<file path="config.mk">
export PLATFORM = sky130hd
export DESIGN_NAME = spi_mem_master
export DESIGN_NICKNAME = d
export VERILOG_FILES = /design/src/rtl/spi_mem_master.sv
export SDC_FILE = /design/constraint.sdc
export NUM_CORES = 1
export LEC_CHECK = 0
export ABC_AREA = 1
export BUFFER_PORTS_ARGS = -buffer_cell sky130_fd_sc_hd__buf_2
export CORE_MARGIN = 4
export CORE_UTILIZATION = 55
export DETAILED_ROUTE_END_ITERATION = 8
export PLACE_DENSITY = 0.77
export SLEW_MARGIN = 20
export SYNTH_ARGS = -nofsm -noshare
export SYNTH_HDL_FRONTEND = slang
export SYNTH_SLANG_ARGS = --single-unit
</file>
<file path="constraint.sdc">
create_clock -name clk -period 2.1 [get_ports clk]
set_clock_uncertainty 0.05 [all_clocks]
set_input_delay 0.105 -clock clk [delete_from_list [all_inputs] [get_ports clk]]
set_output_delay 0.105 -clock clk [all_outputs]
set_load 0.01 [all_outputs]
</file>
<file path="src/rtl/spi_mem_master.sv">
// Single-lane SPI mode-0 master issuing memory write/read frames
// to the PULPino SPI slave load port.
module spi_mem_master #(
  parameter int CLK_DIV      = 4,
  parameter int DUMMY_CYCLES = 32
) (
  input  logic        clk,
  input  logic        rst_n,
  input  logic        req_valid,
  output logic        req_ready,
  input  logic        req_write,
  input  logic [31:0] req_addr,
  input  logic [31:0] req_wdata,
  output logic        rsp_valid,
  output logic [31:0] rsp_rdata,
  output logic        busy,
  output logic        spi_clk_o,
  output logic        spi_cs_o,
  output logic        spi_sdo_o,
  input  logic        spi_sdi_i
);

  localparam int N_WR = 72;
  localparam int N_RD = 72 + DUMMY_CYCLES;
  localparam int DW = (CLK_DIV > 1) ? $clog2(CLK_DIV) : 1;
  localparam int BW = $clog2(N_RD + 1);

  localparam logic [DW-1:0] DIV_LAST = DW'(CLK_DIV - 1);
  localparam logic [BW-1:0] WR_LAST  = BW'(N_WR - 1);
  localparam logic [BW-1:0] RD_LAST  = BW'(N_RD - 1);
  localparam logic [7:0]    CMD_WR   = 8'h02;
  localparam logic [7:0]    CMD_RD   = 8'h0B;

  typedef enum logic [2:0] {
    S_IDLE,
    S_SETUP,
    S_SHIFT,
    S_HOLD,
    S_GAP
  } state_t;

  state_t          state;
  logic [DW-1:0]   div_cnt;
  logic [BW-1:0]   bit_cnt;
  logic [BW-1:0]   bit_last;
  logic [71:0]     tx_sr;
  logic [31:0]     rx_sr;
  logic            is_write;
  logic            tick;

  assign tick = (div_cnt == DIV_LAST);

  always_ff @(posedge clk or negedge rst_n) begin
    if (!rst_n) begin
      state     <= S_IDLE;
      div_cnt   <= '0;
      bit_cnt   <= '0;
      bit_last  <= '0;
      tx_sr     <= '0;
      rx_sr     <= '0;
      is_write  <= 1'b0;
      req_ready <= 1'b1;
      busy      <= 1'b0;
      rsp_valid <= 1'b0;
      rsp_rdata <= '0;
      spi_clk_o <= 1'b0;
      spi_cs_o  <= 1'b1;
      spi_sdo_o <= 1'b0;
    end else begin
      rsp_valid <= 1'b0;
      if (state != S_IDLE) begin
        div_cnt <= tick ? '0 : div_cnt + 1'b1;
      end
      unique case (state)
        S_IDLE: begin
          if (req_valid) begin
            state     <= S_SETUP;
            div_cnt   <= '0;
            bit_cnt   <= '0;
            bit_last  <= req_write ? WR_LAST : RD_LAST;
            is_write  <= req_write;
            rx_sr     <= '0;
            tx_sr     <= req_write ?
                         {CMD_WR, req_addr, req_wdata} :
                         {CMD_RD, req_addr, 32'h0};
            spi_sdo_o <= 1'b0;
            spi_cs_o  <= 1'b0;
            req_ready <= 1'b0;
            busy      <= 1'b1;
          end
        end
        S_SETUP: begin
          if (tick) begin
            state     <= S_SHIFT;
            spi_clk_o <= 1'b1;
            rx_sr     <= {rx_sr[30:0], spi_sdi_i};
          end
        end
        S_SHIFT: begin
          if (tick) begin
            if (spi_clk_o) begin
              spi_clk_o <= 1'b0;
              if (bit_cnt == bit_last) begin
                state     <= S_HOLD;
                spi_sdo_o <= 1'b0;
              end else begin
                bit_cnt   <= bit_cnt + 1'b1;
                spi_sdo_o <= tx_sr[70];
                tx_sr     <= {tx_sr[70:0], 1'b0};
              end
            end else begin
              spi_clk_o <= 1'b1;
              rx_sr     <= {rx_sr[30:0], spi_sdi_i};
            end
          end
        end
        S_HOLD: begin
          if (tick) begin
            state     <= S_GAP;
            spi_cs_o  <= 1'b1;
            rsp_valid <= 1'b1;
            rsp_rdata <= is_write ? 32'h0 : rx_sr;
          end
        end
        S_GAP: begin
          if (tick) begin
            state     <= S_IDLE;
            req_ready <= 1'b1;
            busy      <= 1'b0;
          end
        end
        default: state <= S_IDLE;
      endcase
    end
  end

endmodule

</file>
* Yosys cells after proc, flatten, opt, wreduce, memory -nomap -nowiden
Cells that the tools add are included.
** Cells by class
- $add $sub $neg :: 2
- Reductions and logical operators :: 16
- Equality and inequality tests :: 15
- Muxes and demuxes :: 46
** Operators with widths (count)
- $mux 71 :: 4
- $mux 32 :: 5
- $pmux 71 s2 :: 1
- $pmux 32 s3 :: 1
- $mux 68 :: 1
- $mux 7 :: 4
- $mux 3 :: 7
- $ne 2x2->1 const B :: 9
- $pmux 3 s5 :: 1
- $pmux 7 s2 :: 1
- $mux 1 :: 11
- $pmux 1 s2 :: 5
- $reduce_and 5->1 :: 2
- $reduce_and 3->1 :: 3
- $mux 2 :: 4
- $reduce_bool 2->1 :: 4
- $add 7x1->7 const B :: 1
- $eq 7x7->1 :: 1
- $reduce_and 7->1 :: 1
- $eq 3x2->1 const B :: 2
- $mux 6 :: 1
- $reduce_bool 3->1 :: 2
- $reduce_and 2->1 :: 2
- $reduce_and 4->1 :: 1
- other kinds (5) :: 5
** Word-level totals
- Word-level logic and storage cells :: 93
- Bits in registers :: 161
- Output and inout bits :: 38
- Input bits :: 69

* Longest topological paths before layout
Gate-level depths: netlist (run 1).
- Depth in word-level cells :: 5
- Depth in mapped cells :: 11
- Gate-level depth less buffers :: 9

* Least setup slack after synthesis (run 1)
No wires, ideal clock.
- Kind :: register to register
- Start :: register div_cnt[0]
- End :: register tx_sr[10]
- Clock period less this slack :: 1.620 ns
- Stages on the path, launching flop included :: 11
- Buffers on the path :: 2
- Data arrival time :: 1.454 ns
- Library setup time :: 0.116 ns
- Setup slack :: 0.480 ns
- Required time :: 1.934 ns
- Cells stage by stage :: dfrtp_1 ha_1 inv_1 nand2_1 nand2_2 nor2_4 nand3_2 buf_4 buf_6 nand2_1 nand2_1
** On the way
- Cells in the longest elaborated chain, start to end :: 3
** RTL lines
- start: declaration :: line 43 : logic [DW-1:0] div_cnt;
- start signal: assignment :: line 72 : div_cnt <= tick ? '0 : div_cnt + 1'b1;
- $eq 2x2->1 :: line 51 : assign tick = (div_cnt == DIV_LAST);
- $ne 2x2->1 (no source line)
- $reduce_and 5->1 (no source line)
- end signal: assignment :: line 83 : tx_sr <= req_write ?
- end signal: assignment :: line 109 : tx_sr <= {tx_sr[70:0], 1'b0};
- end: declaration :: line 46 : logic [71:0] tx_sr;
No other way between the ends.
A chain may end at the register's enable or synchronous reset.

* Worst setup path after layout (run 1)
- Start :: register state[2]
- End :: register tx_sr[38]
** On the way
- Cells in the longest elaborated chain, start to end :: 3
- Elaborated cells between the ends (all ways) :: 9
- Classes of those cells :: eq/ne: 5; mux: 1; reduce/logical: 3
** RTL lines
- start: declaration :: line 42 : state_t state;
- start signal: assignment :: line 55 : state <= S_IDLE;
- start signal: assignment :: line 77 : state <= S_SETUP;
- start signal: assignment :: line 94 : state <= S_SHIFT;
- $eq 3x2->1 / $logic_not 3->1 (equally long branches) :: line 74 : unique case (state)
- $ne 2x2->1 (no source line) / $reduce_bool 2->1 (equally long branches)
- $reduce_and 5->1 (no source line)
Several ways; a longest one is shown, not always the timed one.

==> out/results.ini, run 1 <==
[synth]
synthTopCellsByCount=488 x nand2_1, 154 x dfrtp_1, 119 x nand3_1, 59 x nor2_1, 56 x inv_1
synth_area_leader_cell=dfrtp_1
ys_types=29
postSynthAreaPerCell_um2=7.49
synth_top_area_share_pct=51.1
synthCells=1006
ys_ff_latch=156
yosysSeqAreaShare_pct=51.8
syn-num-nets=1077
synth_flop_cell=dfrtp_1
syn-cell-area_um2=7540
synth_edf_count=0
async_flop_share_pct=100
ys_warn_count=0
ys_top_cells_by_area=dfrtp_1 51%, nand2_1 24%, nand3_1 7.9%
synthAdderAreaFrac_pct=0.332
synth_top_family_by_area=simple AND/OR/NAND/NOR gates
synth_most_common_cell=nand2_1
synth_compound_area_share_pct=4.32
yosys.area_share.simple_pct=36.2
synthMuxAreaShare_pct=0
synth_xor_area_share_pct=0.232

[grt]
grt_pass1_vias=6603
antenna_found_initial=0
grtUsageTotal_pct=23.0
grt_max_degree=68
top_usage_layer=met2
use_met2_pct=36.8
met1_usage_pct=30.9
grt_pass1_wl_mm=30.2
overflow=0
grtUsageMet3_pct=5.16

[flow_run]
cap_violations=0

[worst_setup_path]
setup.worst_path.end=tx_sr[38]
crit_start=state[2]
startpoint_type=flop
crit_fanout=49
max_stage_delay_ns=0.44
critPathKind=flop to flop
reg2reg_to=tx_sr[38]
worst-r2r-cell-count=9
cpMostUsedCell=nand2_1
reg2reg_from=state[2]
cp-end-kind=flop
cp_data_required_time_ns=2.41
arrival_ns=2.28
crit_chain=inv_2, nand2_1, nor2_4, buf_12, nand2_1, nand3_2, buf_12, nand3_1, nand2_1
slowest_stage=dfrtp_1
rrSetupSlack_ns=0.14

[die]
io_pins=107
die_area_um2=15600
row_count=42
core-area_um2=13300
die_width_um=125
die_h_um=125
initial_core_util_pct=56.5

[pwr]
p_sw_share_pct=43.4
power_frac_comb_pct=46.5
peakVddDrop_v=0.000956
total_power_w=0.0135
sequentialPowerShare_pct=31.1
p_int_w=0.00763
p_sw_w=0.00584
p_per_area_nw_per_um2=1420
p_leak_nw=5.17
p_clk_share_pct=22.4

[route]
viasPerCell=5.11
dr.pass1.iters=5
ant_nets=0
wl_mm=17.4
drc_errors=0
wire_per_inst_um=13.0
drt-initial-drc-count=588
vias=6843

[cts]
clkTransAtPathRegs_ns=0.06
cts_tree=done
clock_sinks=156
numCtsBuffers=17
htree_levels=4
clock_latency_ns=0.43
post_cts_resized=0
postCtsSetupRepairBufs=0
root_buffer=clkbuf_16
clockBufferDepth=2

[sta]
tightest_slew_ns=0.642
hold_viol=0
min_period_ns=1.96
setup_viol=0
rsz0062_at_grt=no
fin_ws_ns=0.136
tns_ns=0
slew_headroom_pct=57.2
min_period_over_period_pct=93.5
max_freq_ghz=0.509
final_max_slew_viol_count=0

[min_path]
hold_class=input port to flop

[place]
place_inst=1247
place_area_um2=8300
pre_cts_ws_ns=0.177
port-buffer-count=106
detailed_place_hpwl_mm=10.4
gp_congestion=0.832

[final_layout]
stdcell_count=1339
drive_gt1_share_pct=14.9
nets=1221
diodes=0
postLayoutCellArea_um2=9480
areaGrowthSynthToFinish_pct=25.8

[status]
status=completed

==> flip-flops by register name (all words and copies together), names as in the netlist, 2 cells and up <==
signal,cells
tx_sr,71
bit_last,2
rx_sr,32
bit_cnt,7
div_cnt,2
state,3
rsp_rdata,32
==> through the flow <==
step	hold WS [ns]	util, %
after floorplan	-0.241	-
after global placement	0.0674	62.2
after detailed placement	0.0666	62.2
after CTS	0.00134	71.0
after global routing	0.0252	71.0
final	0.00869	71.0
==> power by group through the flow <==
stage | sequential, W | combinational, W | clock [W]
2_1_floorplan | 0.00415 | 0.00457 | 0
3_3_place_gp | 0.00420 | 0.00609 | 0
3_5_place_dp | 0.00421 | 0.00619 | 0
4_1_cts | 0.00418 | 0.00628 | 0.00305
5_1_grt | 0.00427 | 0.00706 | 0.00317
6_report | 0.00419 | 0.00627 | 0.00301
==> metal layers <==
metal  routed length [µm]  vias up  share of wire, %
met1                 7740     3179                44
met5                    0        -                 0
met2                 8280      201                48
met4                  339        0               1.9
li1                     -     3432                 -
met3                 1060       31               6.1
==> kinds of logic (layout without fill, tap and decap cells) <==
logic type / after synthesis / in the layout
and+or+nand+nor: 677 / 677
DFF: 156 / 156
buffers and inverters: 122 / 279
AOI/OAI and AO/OA: 47 / 47
adders and majority gates: 2 / 2
xor gates and xnor gates: 2 / 2
==> layout by cell type (no fill, tap or decap), types with 2 or more instances in the layout <==
cell type        n
dlygate4sd3_1   60
buf_12          11
ha_1             2
nand2_2          2
nand3_2          3
buf_4           11
clkinv_2         3
clkbuf_1         3
bufinv_16        2
clkbuf_8         2
nor3_1           2
o31ai_1         31
inv_2            3
or2_2            2
o21ai_0          8
buf_2          105
nand3_1        118
nand4_1          2
dfstp_2          2
nor2_1          58
nand2_1        487
nor2_4           2
a21oi_1          4
clkinvlp_4       3
clkbuf_16       17
dfrtp_1        154
inv_1           56
==> final cells by class <==
class                           count  area [µm²]
Fill cell                        1034        3870
Clock buffer                       22         464
Timing Repair Buffer              188        1440
Inverter                           59         221
Clock inverter                     10         115
Tap cell                          176         220
Sequential cell                   156        3910
Multi-Input combinational cell    728        3110
==> worst max-delay path: cells and delay by family (launching register included) <==
family,cells,cell delay (ns)
buffers and inverters,3,0.57
flip-flops,1,0.44
AND/OR/NAND/NOR,6,0.81
==> worst min-delay path by stage <==
stage | start | end | slack [ns] | cells after the start
after global routing | req_addr[6] | tx_sr[38] | 0.03 | 5
after global placement | rst_n | rsp_rdata[15] | 0.07 | 1
after detailed placement | rst_n | rsp_rdata[15] | 0.07 | 1
after CTS | req_wdata[30] | tx_sr[30] | 0.001 | 5
final | req_addr[6] | tx_sr[38] | 0.009 | 5
after floorplan | rst_n | bit_cnt[0] | -0.24 | 0
==> repair_timing <==
| item | 4_1_cts | 5_1_grt |
|---|---|---|
| hold buffers | 60 | 0 |
| hold endpoints to repair | 117 | 0 |
| endpoints found under the setup margin | 0 | 0 |
Note: power is estimated with default switching activity, not from simulation.
==> inputs of run 2 (changes only) <==
--- a/config.mk
+++ b/config.mk
@@ -10,7 +10,8 @@
 export CORE_MARGIN = 4
 export CORE_UTILIZATION = 55
 export DETAILED_ROUTE_END_ITERATION = 8
-export PLACE_DENSITY = 0.77
+export MAX_ROUTING_LAYER = met4
+export PLACE_DENSITY_LB_ADDON = 0.15
 export SLEW_MARGIN = 20
 export SYNTH_ARGS = -nofsm -noshare
 export SYNTH_HDL_FRONTEND = slang
==> out/results.ini, run 2 (same netlist as run 1, synthesis figures left out) <==
[status]
status=completed

[pwr]
p_per_area_nw_per_um2=1440  ; +1.5%
total_power_w=0.0137  ; +2.1%
p_leak_nw=5.22  ; +0.96%
peakVddDrop_v=0.00148  ; +55%

[worst_setup_path]
reg2reg_from=state[2]
crit_start=state[2]
rrSetupSlack_ns=0.17  ; +0.03 ns
startpoint_type=flop
critPathKind=flop to flop
cp_data_required_time_ns=2.40  ; about the same
crit_fanout=67  ; +37%
arrival_ns=2.23  ; -0.05 ns
reg2reg_to=tx_sr[20]
worst-r2r-cell-count=9  ; unchanged
cp-end-kind=flop

[min_path]
min_to=tx_sr[18]
hold_class=input port to flop
min_path_cells=5  ; unchanged
min_from=req_wdata[18]

[place]
place_area_um2=8340  ; +0.51%
place_inst=1256  ; +0.72%
port-buffer-count=106  ; unchanged
detailed_place_hpwl_mm=10.2  ; -1.4%
gp_congestion=0.824  ; -1.0%

[cts]
clock_sinks=156  ; unchanged
clkTransAtPathRegs_ns=0.06  ; about the same
root_buffer=clkbuf_16
clockBufferDepth=2  ; unchanged
numCtsBuffers=17  ; unchanged
cts_tree=done
clock_latency_ns=0.42  ; about the same
htree_levels=4  ; unchanged
postCtsSetupRepairBufs=0  ; unchanged

[final_layout]
largest_register_ffs=71  ; unchanged
postLayoutCellArea_um2=9530  ; +0.57%
drive_gt1_share_pct=15.6  ; +0.71 points
stdcell_count=1345  ; +0.45%
nets=1226  ; +0.41%
regMostFlops=tx_sr
areaGrowthSynthToFinish_pct=26.5
most-common-layout-cells=487 x nand2_1, 154 x dfrtp_1, 118 x nand3_1
reg_top3=tx_sr: 71 flops, rsp_rdata: 32 flops, rx_sr: 32 flops
mostFrequentLayoutCell=nand2_1

[die]
row_count=42  ; unchanged
die_h_um=125  ; unchanged
io_pins=107  ; unchanged
initial_core_util_pct=56.5  ; unchanged
die_area_um2=15600  ; unchanged
die_width_um=125  ; unchanged
core-area_um2=13300  ; unchanged

[grt]
grt_pass1_wl_mm=30.0  ; -0.89%
grt_max_degree=79  ; +16%
grt_pass1_vias=6532  ; -1.1%
grtUsageTotal_pct=23.5  ; +0.47 points
overflow=0  ; unchanged
antenna_found_initial=1  ; +1

[sta]
setup_viol=0  ; unchanged
max_freq_ghz=0.518  ; +1.7%
min_period_over_period_pct=91.9  ; -1.6 points
rsz0062_at_grt=no
final_max_slew_viol_count=0  ; unchanged
hold_viol=0  ; unchanged
min_period_ns=1.93  ; -0.0337 ns
tightest_slew_ns=0.594  ; -0.0473 ns
tns_ns=0  ; unchanged
slew_headroom_pct=60.4  ; +3.2 points

[route]
viasPerCell=5.05  ; -1.1%
drt-initial-drc-count=598  ; +1.7%
drc_errors=0  ; unchanged
vias=6798  ; -0.66%
dr.pass1.iters=5  ; unchanged
ant_nets=0  ; unchanged
wl_mm=17.0  ; -2.4%
wire_per_inst_um=12.6  ; -2.8%

[flow_run]
cap_violations=0  ; unchanged

[run 2: changes by cell type in the layout (fill, tap and decap cells not counted), sizes merged]
cell	previous run	this run
buf	128	137
bufinv	2	3
inv	60	59
dlygate4sd3	60	56
clkinvlp	3	0
clkbuf	22	25
diode	0	1
[run 2: timing repair]
action | 4_1_cts | 5_1_grt
resized for setup | 1 | 2
endpoints found under the hold margin | 136 | 0
hold buffers | 56 | 0
endpoints found under the setup margin | 10 | 67
[run 2: cell type report]
type	instances	area [µm²]
inverter	59	221
clock inverter	7	110
sequential	156	3910
multi-input combinational	728	3120
clock buffer	25	505
fill	1100	3820
antenna	1	2.50
tap	176	220
timing repair buffer	193	1450
[run 2: how the worst max path moves through the flow]
| stage | slack [ns] | cells past startpoint | end |
|---|---|---|---|
| 2_1_floorplan | 0.48 | 10 | tx_sr[10] |
| 3_3_place_gp | -0.01 | 9 | rx_sr[19] |
| 3_5_place_dp | -0.04 | 9 | rx_sr[23] |
| 4_1_cts | 0.03 | 9 | tx_sr[65] |
| 6_report | 0.17 | 9 | tx_sr[20] |
| 5_1_grt | 0.006 | 9 | tx_sr[52] |
[run 2: metrics by stage]
step	hold slack (ns)	setup WS (ns)	util, %
3_5_place_dp	0.0353	-0.0403	62.5
4_1_cts	0.00288	0.0320	71.3
3_3_place_gp	0.0351	-0.0120	62.5
2_1_floorplan	-0.241	0.480	-
6_report	0.0175	0.170	71.4
5_1_grt	0.0264	0.00633	71.4
[run 2: where the power goes]
part / total [W] / internal (W) / switching (W) / leakage [nW]
clock: 0.00318 / 0.00202 / 0.00116 / 0.307
sequential: 0.00419 / 0.00377 / 0.000425 / 2.07
combinational: 0.00637 / 0.00212 / 0.00425 / 2.84
total: 0.0137 / 0.00790 / 0.00584 / 5.22
[run 2: worst max-delay path: stages, from the launching register on]
cell     delay [ns]
dfrtp_1        0.44
inv_2          0.08
nand2_1        0.09
nor2_4         0.18
buf_8          0.27
nand4_1        0.15
nand3_2        0.12
buf_12         0.28
nand2_1        0.10
nand2_1        0.08
[run 2: routing by layer]
layer | global-route usage [%] | wire (µm) | up-vias
li1 | - | - | 3438
met1 | 31.8 | 8020 | 3174
met2 | 36.2 | 7930 | 156
met3 | 4.18 | 690 | 30
met4 | 7.97 | 349 | 0
met5 | - | 0 | -
